**src/rtl/pio_cmd_decoder.sv**
```systemverilog
// Decodes HPS PIO instructions into image RAM writes or engine commands, with an enable/done handshake.
// All outputs are registered. Write strobe at cycle 3 and done at cycle 4 after the enable rise; NOP/CLEAR done at cycle 3.
module pio_cmd_decoder #(
  parameter int ADDR_W         = 15,
  parameter int DATA_W         = 8,
  parameter int IMG_PIXELS     = 19200,
  parameter int TIMEOUT_CYCLES = 1000000
) (
  input  logic              clk,
  input  logic              reset_n,
  input  logic [28:0]       pio_instruct,
  input  logic              pio_enable,
  output logic [3:0]        pio_flags,
  output logic              mem_wr_en,
  output logic [ADDR_W-1:0] mem_addr,
  output logic [DATA_W-1:0] mem_wr_data,
  output logic              eng_start,
  output logic [2:0]        eng_mode,
  input  logic              eng_ready,
  input  logic              eng_done,
  input  logic              eng_error
);

  localparam int INSTR_W = 3 + ADDR_W + DATA_W;
  localparam int CNT_W   = (TIMEOUT_CYCLES > 2) ? $clog2(TIMEOUT_CYCLES) : 1;
  localparam logic [CNT_W-1:0] WDOG_LAST = CNT_W'(TIMEOUT_CYCLES - 1);

  localparam logic [2:0] OP_NOP   = 3'd0;
  localparam logic [2:0] OP_WRITE = 3'd1;
  localparam logic [2:0] OP_CLEAR = 3'd7;

  typedef enum logic [2:0] {
    S_IDLE, S_DECODE, S_MEM_WR, S_ENG_REQ, S_ENG_WAIT, S_COMPLETE
  } state_t;

  state_t               state_q, state_d;
  logic                 en_q;
  logic [INSTR_W-1:0]   instr_q, instr_d;
  logic [CNT_W-1:0]     wdog_q, wdog_d;
  logic                 error_q, error_d;
  logic                 timeout_q, timeout_d;
  logic                 eng_start_q, eng_start_d;
  logic                 done_q, done_d;
  logic                 busy_q, busy_d;
  logic                 mem_wr_en_q;
  logic [ADDR_W-1:0]    mem_addr_q;
  logic [DATA_W-1:0]    mem_wr_data_q;

  logic                 rise;
  logic                 wdog_expired;
  logic                 addr_ok;
  logic [2:0]           opcode;
  logic [ADDR_W-1:0]    instr_addr;
  logic [DATA_W-1:0]    instr_data;
  logic                 unused_rsvd;

  assign unused_rsvd  = ^pio_instruct[28:INSTR_W];
  assign opcode       = instr_q[2:0];
  assign instr_addr   = instr_q[3 +: ADDR_W];
  assign instr_data   = instr_q[3 + ADDR_W +: DATA_W];
  assign rise         = pio_enable & ~en_q;
  assign wdog_expired = (wdog_q == WDOG_LAST);
  assign addr_ok      = (32'(instr_addr) < IMG_PIXELS);

  always_comb begin
    state_d     = state_q;
    instr_d     = instr_q;
    wdog_d      = wdog_q;
    error_d     = error_q;
    timeout_d   = timeout_q;
    eng_start_d = 1'b0;
    unique case (state_q)
      S_IDLE: begin
        if (rise) begin
          instr_d   = pio_instruct[INSTR_W-1:0];
          error_d   = 1'b0;
          timeout_d = 1'b0;
          state_d   = S_DECODE;
        end
      end
      S_DECODE: begin
        wdog_d = '0;
        case (opcode)
          OP_NOP, OP_CLEAR: state_d = S_COMPLETE;
          OP_WRITE: begin
            if (addr_ok) begin
              state_d = S_MEM_WR;
            end else begin
              error_d = 1'b1;
              state_d = S_COMPLETE;
            end
          end
          default: begin
            eng_start_d = 1'b1;
            state_d     = S_ENG_REQ;
          end
        endcase
      end
      S_MEM_WR: state_d = S_COMPLETE;
      S_ENG_REQ: begin
        // eng_start_q is high for the whole of ENG_REQ, so eng_ready alone is the handshake
        wdog_d = wdog_q + CNT_W'(1);
        if (wdog_expired) begin
          error_d   = 1'b1;
          timeout_d = 1'b1;
          state_d   = S_COMPLETE;
        end else if (eng_ready) begin
          state_d = S_ENG_WAIT;
        end else begin
          eng_start_d = 1'b1;
        end
      end
      S_ENG_WAIT: begin
        wdog_d = wdog_q + CNT_W'(1);
        if (eng_done) begin
          error_d = eng_error;
          state_d = S_COMPLETE;
        end else if (wdog_expired) begin
          error_d   = 1'b1;
          timeout_d = 1'b1;
          state_d   = S_COMPLETE;
        end
      end
      S_COMPLETE: begin
        if (!pio_enable) state_d = S_IDLE;
      end
      default: state_d = S_IDLE;
    endcase
  end

  // Flags lag the state by one cycle; the rise term makes busy visible immediately after acceptance.
  assign done_d = (state_q == S_COMPLETE);
  assign busy_d = (state_q == S_DECODE) || (state_q == S_MEM_WR) || (state_q == S_ENG_REQ) ||
                  (state_q == S_ENG_WAIT) || ((state_q == S_IDLE) && rise);

  always_ff @(posedge clk or negedge reset_n) begin
    if (!reset_n) begin
      state_q       <= S_IDLE;
      en_q          <= 1'b1;
      instr_q       <= '0;
      wdog_q        <= '0;
      error_q       <= 1'b0;
      timeout_q     <= 1'b0;
      eng_start_q   <= 1'b0;
      done_q        <= 1'b0;
      busy_q        <= 1'b0;
      mem_wr_en_q   <= 1'b0;
      mem_addr_q    <= '0;
      mem_wr_data_q <= '0;
    end else begin
      state_q     <= state_d;
      en_q        <= pio_enable;
      instr_q     <= instr_d;
      wdog_q      <= wdog_d;
      error_q     <= error_d;
      timeout_q   <= timeout_d;
      eng_start_q <= eng_start_d;
      done_q      <= done_d;
      busy_q      <= busy_d;
      mem_wr_en_q <= (state_q == S_MEM_WR);
      if (state_q == S_MEM_WR) begin
        mem_addr_q    <= instr_addr;
        mem_wr_data_q <= instr_data;
      end
    end
  end

  assign pio_flags   = {timeout_q, busy_q, error_q, done_q};
  assign mem_wr_en   = mem_wr_en_q;
  assign mem_addr    = mem_addr_q;
  assign mem_wr_data = mem_wr_data_q;
  assign eng_start   = eng_start_q;
  assign eng_mode    = instr_q[2:0];

endmodule

```
**config.mk**
```make
export PLATFORM = sky130hd
export DESIGN_NAME = pio_cmd_decoder
export DESIGN_NICKNAME = d
export VERILOG_FILES = /design/src/rtl/pio_cmd_decoder.sv
export SDC_FILE = /design/constraint.sdc
export NUM_CORES = 1
export LEC_CHECK = 0
export CELL_PAD_IN_SITES_DETAIL_PLACEMENT = 2
export CELL_PAD_IN_SITES_GLOBAL_PLACEMENT = 2
export CORE_ASPECT_RATIO = 1.25
export CORE_UTILIZATION = 37
export CTS_CLUSTER_DIAMETER = 120
export DETAILED_ROUTE_END_ITERATION = 8
export PLACE_DENSITY_LB_ADDON = 0.1
export SETUP_SLACK_MARGIN = 0.1
export SKIP_LAST_GASP = 1
export SYNTH_ARGS = -nofsm -noshare
export SYNTH_HDL_FRONTEND = slang
export SYNTH_SLANG_ARGS = --single-unit
```
**constraint.sdc**
```tcl
create_clock -name clk -period 3.4 [get_ports clk]
set_input_delay 1.02 -clock clk [delete_from_list [all_inputs] [get_ports clk]]
set_output_delay 1.02 -clock clk [all_outputs]
set_load 0.05 [all_outputs]
```
-- Word level (Yosys, flattened, before mapping)
Cells that the tools add are included.
- bits in registers: 79
- word-level logic and storage cells: 71
- bitwise operators: 2
- reductions and logical operators: 17
- add/subtract/negate cells: 1
- $lt $le $gt $ge: 1
- eq/ne operators: 15
- multiplexer cells: 23
- operator list (operator ; number):
    one-hot mux 20 bit (2 select lines) ; 1
    2-to-1 mux 3 bit ; 7
    adder 20 x 1 -> 20 bit, second input constant ; 1
    == test 20 bit, second input constant ; 1
    one-hot mux 3 bit (6 select lines) ; 1
    < comparator 15 bit, second input constant ; 1
    2-to-1 mux 1 bit ; 10
    == test 3 bit, second input constant ; 3
    != test 2 bit, second input constant ; 4
    AND reduction 4 bit ; 2
    == test 3 x 1 -> 1 bit, second input constant ; 2
    == test 3 x 2 -> 1 bit, second input constant ; 2
    zero test 3 bit ; 2
    != test 3 bit, second input constant ; 2
    one-hot mux 3 bit (2 select lines) ; 1
    logical OR 1 bit ; 4
    one-hot mux 1 bit (4 select lines) ; 1
    nonzero test 4 bit ; 1
    OR reduction 2 bit ; 2
    one-hot mux 1 bit (3 select lines) ; 1
    AND reduction 3 bit ; 1
    nonzero test 3 bit ; 1
    OR reduction 3 bit ; 1
    != test 2 x 1 -> 1 bit, second input constant ; 1
    other kinds (6) ; 6

-- Logic depth before layout (Yosys ltp)
Gate-level depths: netlist of run 1.
- depth in word-level cells: 5
- gate-level depth with buffers: 6

-- Least setup slack after synthesis of run 1
Ideal clock, no wire load.
- path kind: input -> register
- start: input pio_enable
- end: register instr_q[0]
- required time: 3.275 ns
- buffers on the path: 1
- cell stages on the path: 4
- path slack: 1.320 ns
- arrival: 1.955 ns
- cell sequence: nor3b_1 > nand2_1 > buf_2 > mux2_2
- cells in the longest elaborated chain, start to end: 2
- RTL lines (element ; line ; text):
    from (decl) ; 12 ; input logic pio_enable,
    bitwise AND 1 bit ; 61 ; assign rise = pio_enable & ~en_q;
    AND reduction 2 bit (no source line) ; n/a ;
    to (signal assigned) ; 153 ; instr_q <= instr_d;
    to (decl) ; 38 ; logic [INSTR_W-1:0] instr_q, instr_d;
No other way between the ends.
A chain may end at the register's enable or synchronous reset.

-- Worst setup path in the final report of run 1
- start: register instr_q[1]
- end: output eng_mode[1]
- RTL lines (element ; line ; text):
    to (decl) ; 18 ; output logic [2:0] eng_mode,
No word-level cell between the ends.

==> reports/qor.csv, run 1 <==
metric,value,unit
synthCells,303,
synth_cell_type_count,54,
seq_area_frac_synth,54.5,%
cp_max_fo,7,
power_density,970,nW/µm²
cp_slowest_cell,clkdlybuf4s50_1,
start_kind,register,
finish.utilization,48.6,%
dr.pass1.iters,4,
dr.first_iter.drc_count,64,
synth_edf_count,0,
hold_class,register to register,
wirelength,9.80,mm
ir_drop,0.475,mV
grt_antenna_before_repair,0,
drv_slew,0,
cpLargestDelayFamily,buffers and inverters,
die_area,10200,µm²
worst_pin_slew,0.833,ns
outcome,"finished, final reports clean",
place_hpwl,6.59,mm
synthTopCellsByArea,"dfrtp_1 (54%), mux2_2 (15%), nand2_1 (2.3%)",
post_cts_resized,0,
finClkSkew,0.00735,ns
synth_nets,339,
crit_required,2.38,ns
drive_gt1_share,19.8,%
criticalPathCategory,register to output port,
slowest_delay,0.87,ns
cts_tree,built,
finalHoldViolCount,0,
synth-async-reset-ratio,100,%
critPathCaptureType,output port,
setup_viol,0,
io-pin-count,67,
synth_top_area_share,53.8,%
crit_path_start,instr_q[1],
grt_pass1_vias,3078,
start_util,37.9,%
antennaDiodeCount,0,
reg2reg_to,state_q[0],
gr-usage-all-layers,20.8,%
num_vias,2616,
hold_buffers,0,
rows,40,
critPathBufInv,1,
synth_ff_type,dfrtp_1,
netlist.top_cell.by_area,dfrtp_1,
cp_data_arrival_time,1.64,ns
cts.clk_slew.worst_paths,0.06,ns
grt_setup_unrepaired,false,
tns,0,ns
cap_violations,0,
max_freq,0.376,GHz
overflow,0,
worstPathCellList,clkdlybuf4s50_1,
cp.depth,1,
endpoint,eng_mode[1],
synthTopCellsByCount,"dfrtp_1 (78), mux2_2 (49), nand2_1 (22), o21ai_0 (16)",
root_buffer,clkbuf_16,
p_leak,0.00196,µW
die_y,113,µm
clkSinkCount,79,
grt_max_degree,45,
synthToLayoutAreaGrowth,28.1,%
ant_nets,0,
core_area,9560,µm²
synth.avg_cell_area,12.0,µm²
nets,400,
syn_area,3630,µm²
worstSkewPairLatency,0.33,ns
r2r_cells,5,
period_minus_slack,2.66,ns
cts_post_setup_buffers_inserted,0,
port_buffers,63,
hold_slack,0.494,ns
period_share,78.2,%
htreeDepth,3,
viasPerCell,5.30,
reg2reg_setup_slack,1.03,ns
cts_buffers,9,
wl_per_cell,19.8,µm
drc,0,
place.gp.congestion,0.740,
r2r-start,wdog_q[0],
grt_pass1_wl,16.3,mm
max-clock-path-buffers,2,
synth_most_common_cell,dfrtp_1,
yosysWarnings,0,
slew-limit-headroom,44.0,%
yosys_register_bits,79,
dieWidth,90.6,µm
-- report_power, final --
group	total, µW	switching [µW]	internal (µW)
registers	1570	282	1290
clock network	959	374	585
logic	1980	1190	787
total	4510	1850	2660
-- metal layers --
| layer | wire (µm) | vias up | track usage [%] |
|---|---|---|---|
| met4 | 181 | 0 | 8.82 |
| met5 | 0 | - | 0 |
| met3 | 391 | 12 | 4.44 |
| li1 | - | 1230 | - |
| met1 | 3860 | 1334 | 23.0 |
| met2 | 5370 | 40 | 38.3 |
-- layout make-up --
class | count | area (µm²)
timing repair buffer | 67 | 671
multi-input combinational | 203 | 1540
tap | 126 | 158
inverter | 4 | 15.0
sequential | 79 | 1980
fill | 938 | 4910
clock buffer | 12 | 246
clock inverter | 3 | 43.8
-- worst min-delay path by stage --
| stage | cells past startpoint | to | from | slack (ns) |
|---|---|---|---|---|
| global route | 1 | timeout_q | timeout_q | 0.52 |
| finish | 1 | wdog_q[19] | wdog_q[19] | 0.49 |
| global placement | 1 | wdog_q[19] | wdog_q[19] | 0.46 |
| CTS | 1 | wdog_q[19] | wdog_q[19] | 0.50 |
| floorplan | 1 | wdog_q[19] | wdog_q[19] | 0.45 |
| detailed placement | 1 | wdog_q[19] | wdog_q[19] | 0.48 |
-- through the flow --
| step | total power, µW | std cells | cell area [µm²] | setup WS, ns |
|---|---|---|---|---|
| floorplan | 2910 | 303 | 3630 | 1.32 |
| global placement | 3470 | 479 | 4360 | 0.745 |
| detailed placement | 3550 | 479 | 4360 | 0.695 |
| CTS | 4580 | 494 | 4650 | 0.715 |
| global route | 4740 | 494 | 4650 | 0.652 |
| finish | 4510 | 494 | 4650 | 0.742 |
-- layout by cell type (no fill, tap or decap), types with 3 or more instances in the layout --
cell | netlist | layout
o21ai_0 | 16 | 16
nand4_1 | 8 | 8
nor2b_1 | 4 | 4
nand3_1 | 11 | 11
nor3b_1 | 5 | 5
mux2_2 | 49 | 49
buf_4 | 7 | 4
a31oi_1 | 3 | 3
and4_1 | 3 | 3
mux2i_1 | 7 | 7
a21oi_1 | 11 | 11
nand2_1 | 22 | 22
clkdlybuf4s50_1 | 0 | 62
clkbuf_16 | 0 | 9
o311ai_0 | 3 | 3
a21o_1 | 4 | 4
nand2b_1 | 4 | 4
and2_1 | 4 | 4
nor2_1 | 8 | 7
nor3_1 | 4 | 4
inv_1 | 4 | 4
dfrtp_1 | 78 | 78
-- sequential cells by signal, summed over array words and instances, names as in the netlist --
register and flops:
timeout_q 1, mem_wr_en 1, error_q 1, mem_addr 15
mem_wr_data 8, done_q 1, en_q 1, eng_start 1
instr_q 26, busy_q 1, wdog_q 20, state_q 3
-- logic make-up after synthesis --
kind of cell               synth area share [%]
DFF                                        54.5
buffers and inverters                      3.17
AOI/OAI and AO/OA                          11.5
and+or+nand+nor                            13.3
adders and majority gates                 0.345
muxes                                      17.1
(Power assumes the default switching activity.)
==> run 2, diff against run 1 <==
--- a/config.mk
+++ b/config.mk
@@ -8,7 +8,7 @@
 export CELL_PAD_IN_SITES_DETAIL_PLACEMENT = 2
 export CELL_PAD_IN_SITES_GLOBAL_PLACEMENT = 2
 export CORE_ASPECT_RATIO = 1.25
-export CORE_UTILIZATION = 37
+export CORE_UTILIZATION = 31
 export CTS_CLUSTER_DIAMETER = 120
 export DETAILED_ROUTE_END_ITERATION = 8
 export PLACE_DENSITY_LB_ADDON = 0.1
==> constraint.sdc (replaced) <==
create_clock -name clk -period 2.3 [get_ports clk]
set_input_delay 0.69 -clock clk [delete_from_list [all_inputs] [get_ports clk]]
set_output_delay 0.69 -clock clk [all_outputs]
set_load 0.05 [all_outputs]
==> run 2 against run 1 <==
Net effect: final cell count is 4.9% higher; critical path depth unchanged; flip-flop and latch count stayed put; non-clock buffer count is 14 higher; critical endpoint is now mem_addr[7]; highest routed layer unchanged.
==> reports/qor.csv, run 2 (synthesized netlist as in run 1, its figures left out) <==
metric,value,unit
start_kind,register,
power,6620,µW
start_util,32.3,%
fin_ws,0.130,ns
place_hpwl,6.87,mm
cts_post_setup_buffers_inserted,0,
mostFrequentLayoutCells,"dfrtp_1 (78), mux2_2 (49), clkdlybuf4s50_1 (34)",
clkSinkCount,79,
finClkSkew,0.00675,ns
fillers,1183,
period_share,94.3,%
outcome,"finished, final reports clean",
dr.pass1.iters,4,
core_area,11200,µm²
final_common_cell,dfrtp_1,
drc,0,
grt_max_degree,31,
max_freq,0.461,GHz
drive_gt1_share,24.3,%
num_vias,2741,
synthToLayoutAreaGrowth,32.0,%
max-clock-path-buffers,2,
place.gp.congestion,0.732,
design_area,4790,µm²
grt_antenna_before_repair,0,
period_minus_slack,2.17,ns
cts_buffers,9,
cts_tree,built,
p_leak,0.00218,µW
ant_nets,0,
instances_no_fill,518,
grt_setup_unrepaired,false,
finalHoldViolCount,0,
slowest_delay,0.80,ns
overflow,0,
ir_drop,0.558,mV
critPathCaptureType,output port,
largest_reg_flops,26,
critPathBufInv,1,
antennaDiodeCount,0,
worst_pin_slew,0.593,ns
slew-limit-headroom,60.4,%
dp_slack,0.0754,ns
cpLargestDelayFamily,buffers and inverters,
dr.first_iter.drc_count,37,
criticalPathCategory,register to output port,
die_area,12100,µm²
root_buffer,clkbuf_16,
setup_viol,0,
dpl_cell_area,4480,µm²
nets,414,
dieWidth,98.8,µm
cp_data_arrival_time,1.48,ns
die_y,123,µm
power_density,1380,nW/µm²
drv_slew,0,
cap_violations,0,
port_buffers,63,
crit_required,1.61,ns
place_inst,502,
io-pin-count,67,
gr-usage-all-layers,16.9,%
top_register,instr_q,
cts.clk_slew.worst_paths,0.06,ns
wl_per_cell,18.3,µm
rows,43,
htreeDepth,3,
worstSkewPairLatency,0.34,ns
cp_max_fo,2,
wirelength,9.46,mm
grt_pass1_wl,15.7,mm
worstPathCellList,clkdlybuf4s50_1,
grt_pass1_vias,3142,
hold_class,primary input to asynchronous set/reset pin,
tns,0,ns
viasPerCell,5.29,
cp_slowest_cell,clkdlybuf4s50_1,
run 2: cell types whose count changed in the layout (fill, tap and decap cells not counted), moves of 11 or more:
cell             change
clkdlybuf4s50_1     -28
buf_4               +17
dlygate4sd2_1       +13
dlymetal6s2s_1      +11
run 2: repair_timing:
action | CTS | global route
hold buffers | 0 | 0
gates resized for setup | 13 | 11
endpoints found under the setup margin | 13 | 11
run 2: area by class of cell:
class / count / area [µm²] / share of cell area, %
sequential: 79 / 1980 / 41.3
multi-input combinational: 203 / 1540 / 32.1
timing repair buffer: 81 / 790 / 16.5
clock buffer: 11 / 243 / 5.07
tap: 135 / 169 / 3.53
clock inverter: 5 / 56.3 / 1.18
inverter: 4 / 15.0 / 0.314
run 2: power breakdown:
part,internal [µW],switching (µW)
combinational,1150,1810
clock,871,573
sequential,1910,315
run 2: final timing paths:
check	startpoint	cells after the start	endpoint	slack, ns
setup / recovery	mem_addr[7]	1	mem_addr[7]	0.13
hold / removal	reset_n	1	wdog_q[3]	0.28
setup reg to reg	wdog_q[1]	6	state_q[0]	0.27
hold reg to reg	timeout_q	1	timeout_q	0.49
max in group asynchronous	reset_n	2	mem_addr[6]	1.49
min in group clk	timeout_q	1	timeout_q	0.49
run 2: metal layers:
| metal | share of wire (%) | track usage (%) | vias up | wire length (µm) |
|---|---|---|---|---|
| met1 | 41 | 19.0 | 1424 | 3900 |
| met3 | 3.4 | 3.34 | 14 | 322 |
| li1 | - | - | 1258 | - |
| met4 | 2.3 | 7.84 | 0 | 214 |
| met2 | 53 | 30.8 | 45 | 5020 |
| met5 | 0 | 0 | - | 0 |
run 2: through the flow:
step,hold WS [ns],util (%)
3_3_place_gp,0.464,39.8
2_1_floorplan,0.394,-
5_1_grt,0.310,42.6
6_report,0.280,42.6
4_1_cts,0.294,42.3
3_5_place_dp,0.482,39.8
